File: src/rtl/rf_write_arbiter_if.sv
// rf_write_arbiter_if
//   Bundles the handshake, write-port and hazard signals of rf_write_arbiter.
//   master : requester / register-file side (drives requests and read addresses)
//   slave  : the arbiter itself
//   Signals:
//     ValidA/ReadyA, RegA[4:0], DataA[63:0] : requester A (ALU writeback)
//     ValidB/ReadyB, RegB[4:0], DataB[63:0] : requester B (load writeback)
//     RW[4:0], BusW[63:0], RegWr            : registered register-file write port
//     RA[4:0], RB[4:0], HazA, HazB          : read addresses and pending-write hazards
//     Busy                                  : queued work or write in flight
interface rf_write_arbiter_if;
   logic        ValidA;
   logic        ReadyA;
   logic [4:0]  RegA;
   logic [63:0] DataA;
   logic        ValidB;
   logic        ReadyB;
   logic [4:0]  RegB;
   logic [63:0] DataB;
   logic [4:0]  RW;
   logic [63:0] BusW;
   logic        RegWr;
   logic [4:0]  RA;
   logic [4:0]  RB;
   logic        HazA;
   logic        HazB;
   logic        Busy;

   modport master (
      output ValidA, RegA, DataA, ValidB, RegB, DataB, RA, RB,
      input  ReadyA, ReadyB, RW, BusW, RegWr, HazA, HazB, Busy
   );

   modport slave (
      input  ValidA, RegA, DataA, ValidB, RegB, DataB, RA, RB,
      output ReadyA, ReadyB, RW, BusW, RegWr, HazA, HazB, Busy
   );
endinterface

File: src/rtl/rf_write_arbiter.sv
// rf_write_arbiter
//   Two writeback requesters (A = ALU, B = load) each feed a DEPTH-entry FIFO.
//   One head is granted per cycle (round-robin on ties) and loaded into the
//   registered write port. Entries targeting reg 31 use their slot but never
//   assert RegWr. HazA/HazB flag reads that match any pending write.
//   Ports:
//     Clk    : clock, all state changes on posedge
//     ResetL : asynchronous active-low reset
//     bus    : rf_write_arbiter_if.slave (handshakes, write port, hazards, Busy)
module rf_write_arbiter #(
   parameter int unsigned DEPTH = 2
) (
   input  logic               Clk,
   input  logic               ResetL,
   rf_write_arbiter_if.slave  bus
);
   localparam int unsigned AW       = (DEPTH > 1) ? $clog2(DEPTH) : 1;
   localparam logic [AW:0] FULL     = (AW+1)'(DEPTH);
   localparam logic [4:0]  REG_NULL = 5'd31;

   // Index 0 = requester A, index 1 = requester B
   logic [4:0]    q_reg  [2][DEPTH];
   logic [63:0]   q_data [2][DEPTH];
   logic [AW-1:0] wr_ptr [2];
   logic [AW-1:0] rd_ptr [2];
   logic [AW:0]   count  [2];
   logic [4:0]    in_reg [2];
   logic [63:0]   in_data[2];

   logic [1:0]    valid_in, ready, push, pop, head_valid;
   logic          any_grant;
   logic [4:0]    gnt_reg;
   logic [63:0]   gnt_data;

   logic          last_b;
   logic          regwr_q;
   logic [4:0]    rw_q;
   logic [63:0]   busw_q;

   logic          haz_a, haz_b;
   logic [AW-1:0] off;

   always_comb begin
      valid_in   = {bus.ValidB, bus.ValidA};
      in_reg[0]  = bus.RegA;
      in_reg[1]  = bus.RegB;
      in_data[0] = bus.DataA;
      in_data[1] = bus.DataB;
      for (int unsigned q = 0; q < 2; q++) begin
         // Ready depends on stored occupancy only: a same-cycle pop never frees a full FIFO
         ready[q]      = (count[q] != FULL);
         push[q]       = valid_in[q] & ready[q];
         head_valid[q] = (count[q] != '0);
      end
      // Tie goes to the requester not granted last
      pop[1]    = head_valid[1] & (~head_valid[0] | ~last_b);
      pop[0]    = head_valid[0] & (~head_valid[1] | last_b);
      any_grant = |pop;
      gnt_reg   = pop[1] ? q_reg[1][rd_ptr[1]]  : q_reg[0][rd_ptr[0]];
      gnt_data  = pop[1] ? q_data[1][rd_ptr[1]] : q_data[0][rd_ptr[0]];
   end

   // Storage needs no reset: occupancy counters hide stale entries
   always_ff @(posedge Clk) begin
      for (int unsigned q = 0; q < 2; q++) begin
         if (push[q]) begin
            q_reg[q][wr_ptr[q]]  <= in_reg[q];
            q_data[q][wr_ptr[q]] <= in_data[q];
         end
      end
   end

   always_ff @(posedge Clk or negedge ResetL) begin
      if (!ResetL) begin
         for (int unsigned q = 0; q < 2; q++) begin
            wr_ptr[q] <= '0;
            rd_ptr[q] <= '0;
            count[q]  <= '0;
         end
         last_b  <= 1'b1;
         regwr_q <= 1'b0;
         rw_q    <= '0;
         busw_q  <= '0;
      end else begin
         for (int unsigned q = 0; q < 2; q++) begin
            if (push[q]) wr_ptr[q] <= wr_ptr[q] + 1'b1;
            if (pop[q])  rd_ptr[q] <= rd_ptr[q] + 1'b1;
            case ({push[q], pop[q]})
               2'b10:   count[q] <= count[q] + 1'b1;
               2'b01:   count[q] <= count[q] - 1'b1;
               default: count[q] <= count[q];
            endcase
         end
         if (any_grant) begin
            rw_q    <= gnt_reg;
            busw_q  <= gnt_data;
            last_b  <= pop[1];
            regwr_q <= (gnt_reg != REG_NULL);
         end else begin
            regwr_q <= 1'b0;
         end
      end
   end

   // Hazard scan: entry i is live when its distance from the read pointer is below occupancy
   always_comb begin
      haz_a = 1'b0;
      haz_b = 1'b0;
      off   = '0;
      for (int unsigned q = 0; q < 2; q++) begin
         for (int unsigned i = 0; i < DEPTH; i++) begin
            off = AW'(i) - rd_ptr[q];
            if ({1'b0, off} < count[q]) begin
               if (q_reg[q][i] == bus.RA) haz_a = 1'b1;
               if (q_reg[q][i] == bus.RB) haz_b = 1'b1;
            end
         end
      end
      if (regwr_q && (rw_q == bus.RA)) haz_a = 1'b1;
      if (regwr_q && (rw_q == bus.RB)) haz_b = 1'b1;
      if (bus.RA == REG_NULL) haz_a = 1'b0;
      if (bus.RB == REG_NULL) haz_b = 1'b0;
   end

   assign bus.ReadyA = ready[0];
   assign bus.ReadyB = ready[1];
   assign bus.RW     = rw_q;
   assign bus.BusW   = busw_q;
   assign bus.RegWr  = regwr_q;
   assign bus.HazA   = haz_a;
   assign bus.HazB   = haz_b;
   assign bus.Busy   = (|head_valid) | regwr_q;
endmodule
File: src/flat_wrapper.sv
// flat-port wrapper written by rule: the top's interface ports become plain ports
module rf_write_arbiter_flat 
#(
   parameter int unsigned DEPTH = 2
)
  (Clk, ResetL, bus_ValidA, bus_RegA, bus_DataA, bus_ValidB, bus_RegB, bus_DataB, bus_RA, bus_RB, bus_ReadyA, bus_ReadyB, bus_RW, bus_BusW, bus_RegWr, bus_HazA, bus_HazB, bus_Busy);
  rf_write_arbiter_if bus_i ();
  input  logic Clk;
  input  logic ResetL;
  input wire logic [$bits(bus_i.ValidA)-1:0] bus_ValidA;
  input wire logic [$bits(bus_i.RegA)-1:0] bus_RegA;
  input wire logic [$bits(bus_i.DataA)-1:0] bus_DataA;
  input wire logic [$bits(bus_i.ValidB)-1:0] bus_ValidB;
  input wire logic [$bits(bus_i.RegB)-1:0] bus_RegB;
  input wire logic [$bits(bus_i.DataB)-1:0] bus_DataB;
  input wire logic [$bits(bus_i.RA)-1:0] bus_RA;
  input wire logic [$bits(bus_i.RB)-1:0] bus_RB;
  output wire logic [$bits(bus_i.ReadyA)-1:0] bus_ReadyA;
  output wire logic [$bits(bus_i.ReadyB)-1:0] bus_ReadyB;
  output wire logic [$bits(bus_i.RW)-1:0] bus_RW;
  output wire logic [$bits(bus_i.BusW)-1:0] bus_BusW;
  output wire logic [$bits(bus_i.RegWr)-1:0] bus_RegWr;
  output wire logic [$bits(bus_i.HazA)-1:0] bus_HazA;
  output wire logic [$bits(bus_i.HazB)-1:0] bus_HazB;
  output wire logic [$bits(bus_i.Busy)-1:0] bus_Busy;
  assign bus_i.ValidA = bus_ValidA;
  assign bus_i.RegA = bus_RegA;
  assign bus_i.DataA = bus_DataA;
  assign bus_i.ValidB = bus_ValidB;
  assign bus_i.RegB = bus_RegB;
  assign bus_i.DataB = bus_DataB;
  assign bus_i.RA = bus_RA;
  assign bus_i.RB = bus_RB;
  assign bus_ReadyA = bus_i.ReadyA;
  assign bus_ReadyB = bus_i.ReadyB;
  assign bus_RW = bus_i.RW;
  assign bus_BusW = bus_i.BusW;
  assign bus_RegWr = bus_i.RegWr;
  assign bus_HazA = bus_i.HazA;
  assign bus_HazB = bus_i.HazB;
  assign bus_Busy = bus_i.Busy;
  rf_write_arbiter #(.DEPTH(DEPTH)) u_core (.Clk(Clk), .ResetL(ResetL), .bus(bus_i));
endmodule
File: config.mk
export PLATFORM = sky130hd
export DESIGN_NAME = rf_write_arbiter_flat
export DESIGN_NICKNAME = d
export VERILOG_FILES = /design/src/rtl/rf_write_arbiter_if.sv /design/src/rtl/rf_write_arbiter.sv /design/src/flat_wrapper.sv
export SDC_FILE = /design/constraint.sdc
export NUM_CORES = 1
export LEC_CHECK = 0
export CAP_MARGIN = 20
export CELL_PAD_IN_SITES_DETAIL_PLACEMENT = 0
export CELL_PAD_IN_SITES_GLOBAL_PLACEMENT = 1
export CORE_MARGIN = 1
export CORE_UTILIZATION = 46
export CTS_BUF_LIST = sky130_fd_sc_hd__clkbuf_2
export CTS_CLUSTER_DIAMETER = 200
export DETAILED_ROUTE_END_ITERATION = 12
export PLACE_DENSITY = 0.91
export REMOVE_ABC_BUFFERS = 1
export SYNTH_ARGS = -nofsm -noshare
export SYNTH_HDL_FRONTEND = slang
export SYNTH_SLANG_ARGS = --single-unit
File: constraint.sdc
create_clock -name Clk -period 4.83 [get_ports Clk]
set_clock_uncertainty 0.2 [all_clocks]
set_input_delay 0.483 -clock Clk [delete_from_list [all_inputs] [get_ports Clk]]
set_output_delay 0.483 -clock Clk [all_outputs]
set_load 0.01 [all_outputs]
==> flow_summary.json <==
{
  "die_x_microns": 177,
  "hp-class": "in2reg",
  "vias_per_cell": 5.09,
  "yosys_warnings": 0,
  "core_sq_mm": 0.0300,
  "setup_violations": 0,
  "syn_inst": 947,
  "postRouteWirelength_mm": 34.2,
  "fin_crit_sh_pct": 77.2,
  "final_antenna_net_count": 0,
  "yosysTopAreaCell": "edfxtp_1",
  "clockBufferDepth": 3,
  "clock_sinks": 355,
  "grt_max_degree": 140,
  "leakage_nw": 6.94,
  "hold_violations": 0,
  "ys_seq_area_share_pct": 72.6,
  "synth_top_area_share_pct": 58.6,
  "synth_edf_count": 276,
  "dr.pass1.iters": 4,
  "insertion_delay_ns": 0.85,
  "ir_drop_v": 0.000301,
  "cp-start-kind": "flop",
  "powerDensity_mw_per_mm2": 574,
  "cts_resized": 0,
  "cts_root_buf": "clkbuf_2",
  "area_growth_pct": 33.0,
  "tightest_slew_ns": 1.13,
  "track_usage_pct": 22.1,
  "drive_gt1_share_pct": 17.2,
  "drv_cap": 0,
  "grt_pass1_vias": 9815,
  "hpwl_mm": 18.9,
  "critPathCaptureType": "output pin",
  "final_util_pct": 62.8,
  "async_flop_share_pct": 22.3,
  "vias": 9152,
  "start_util_pct": 47.2,
  "relSlewSlack_pct": 24.7,
  "fp.dieArea_sq_mm": 0.0314,
  "drv_slew": 0,
  "rsz0062_at_grt": "no",
  "gp_congestion": 0.893,
  "drtIter0Drc": 410,
  "netlist_area_sq_mm": 0.0141,
  "fin_tns_setup_ns": 0,
  "synth-seq-cells": 355,
  "critPathRequiredTime_ns": 4.15,
  "cts_buffers": 87,
  "overflow": 0,
  "final_cell_mix": "edfxtp_1 (276), clkdlybuf4s50_1 (225), clkbuf_2 (146), dlygate4sd3_1 (121)",
  "htreeDepth": 3,
  "wl_per_cell_microns": 19.0,
  "dp.cells": 1513,
  "hold_ws_ns": 0.0802,
  "synthTopCellsByArea": "edfxtp_1 (59%), dfrtp_1 (14%), mux2_2 (5.3%), mux2i_1 (4.7%), a21oi_1 (2.3%)",
  "setup.worst_path.class": "reg2out",
  "final_common_cell": "edfxtp_1",
  "cp.arrival_ns": 3.04,
  "cts_tree": "built",
  "drcViolationCount": 0,
  "grt_antenna_before_repair": 4,
  "layoutNonFillerInstCount": 1798,
  "num-nets-final": 1488,
  "ys.flop_type": "edfxtp_1",
  "clk_pin_slew_ns": 0.10,
  "std_cell_rows": 63,
  "grt_first_pass_wirelength_mm": 52.3,
  "max_freq_mhz": 268,
  "boundaryPins": 227,
  "status": "finished, final reports clean",
  "cp_max_fo": 38,
  "largest_reg_flops": 256,
  "die_y_microns": 177,
  "numPortBuffers": 226,
  "syn_area_per_cell_sq_um": 14.9,
  "period_needed_ns": 3.73,
  "synth_cell_types": 39
}
per-stage QoR:
step / power (mW) / instance area, sq um / setup WS (ns)
detailed placement: 8.76 / 16700 / 1.62
floorplan: 7.14 / 13800 / -0.379
finish: 10.8 / 18800 / 1.10
global placement: 8.64 / 16700 / 1.64
CTS: 10.9 / 18800 / 1.03
global route: 11.5 / 18800 / 0.799
synthesized netlist by cell type (5+ instances only):
library cell,n
o21ai_1,5
edfxtp_1,276
buf_2,17
buf_4,13
a211oi_1,6
o21ai_0,66
nand4_1,5
xnor2_1,37
mux2_2,66
mux2i_1,67
xor2_1,23
nor2b_1,7
a21oi_1,66
dfrtp_1,78
nand2_1,76
nor4_1,5
clkbuf_1,24
nor2_1,72
nor3_1,5
logic make-up after synthesis:
| family | count (synthesis) | share of synthesized area, % |
|---|---|---|
| and+or+nand+nor | 182 | 5.49 |
| buffers and inverters | 59 | 2.11 |
| muxes | 133 | 10.0 |
| AOI/OAI and AO/OA | 156 | 5.91 |
| xor gates and xnor gates | 60 | 3.72 |
| adders and majority gates | 2 | 0.177 |
| DFF | 355 | 72.6 |
routing by layer:
metal / vias to the layer above / share of wire [%] / global-route usage (%)
li1: 4307 / - / -
met1: 4443 / 41 / 26.9
met2: 338 / 50 / 38.0
met3: 64 / 6.6 / 5.78
met4: 0 / 2.1 / 7.83
met5: - / 0 / 0
final timing paths:
kind / startpoint / end / slack [ns] / cells past startpoint
worst max-delay path: u_core.rd_ptr[1]$_DFFE_PN0P_ / bus_HazA / 1.10 / 6
worst min-delay path: bus_DataA[33] / u_core.q_data[0][33]$_DFFE_PP_ / 0.08 / 1
worst max register to register: u_core.rd_ptr[0]$_DFFE_PN0P_ / u_core.bus.RegWr$_DFF_PN0_ / 2.10 / 5
worst min register to register: u_core.last_b$_DFFE_PN1P_ / u_core.last_b$_DFFE_PN1P_ / 0.28 / 2
max in group asynchronous: ResetL / u_core.rd_ptr[0]$_DFFE_PN0P_ / 3.06 / 4
min in group asynchronous: ResetL / u_core.bus.BusW[15]$_DFFE_PN0P_ / 0.45 / 3
timing repair:
item,CTS,global route
hold endpoints to repair,270,3
hold buffers,120,2
setup buffers,0,0
worst max-delay path, cell delays in order, from the launching register on:
cell and delay (ns):
dfrtp_4 0.89, nor2b_1 0.13, o2111ai_1 0.23, nor3_1 0.07, nor4_1 0.27, a22oi_1 0.15
clkdlybuf4s50_1 0.49
report_power, final:
| group | internal (mW) | switching [mW] | leakage, nW |
|---|---|---|---|
| Combinational | 1.81 | 2.09 | 2.79 |
| Clock | 0.843 | 1.19 | 0.649 |
| Sequential | 4.31 | 0.550 | 3.50 |
cell type report:
type                            instances  area (sq um)
Fill cell                            2231         11100
Sequential cell                       355         10300
Multi-Input combinational cell        533          3610
Timing Repair Buffer                  356          3600
Clock buffer                          146           731
Tap cell                              390           488
Clock inverter                         13          93.8
Antenna cell                            4          10.0
Inverter                                1          6.26
Note: power is estimated with default switching activity, not from simulation.
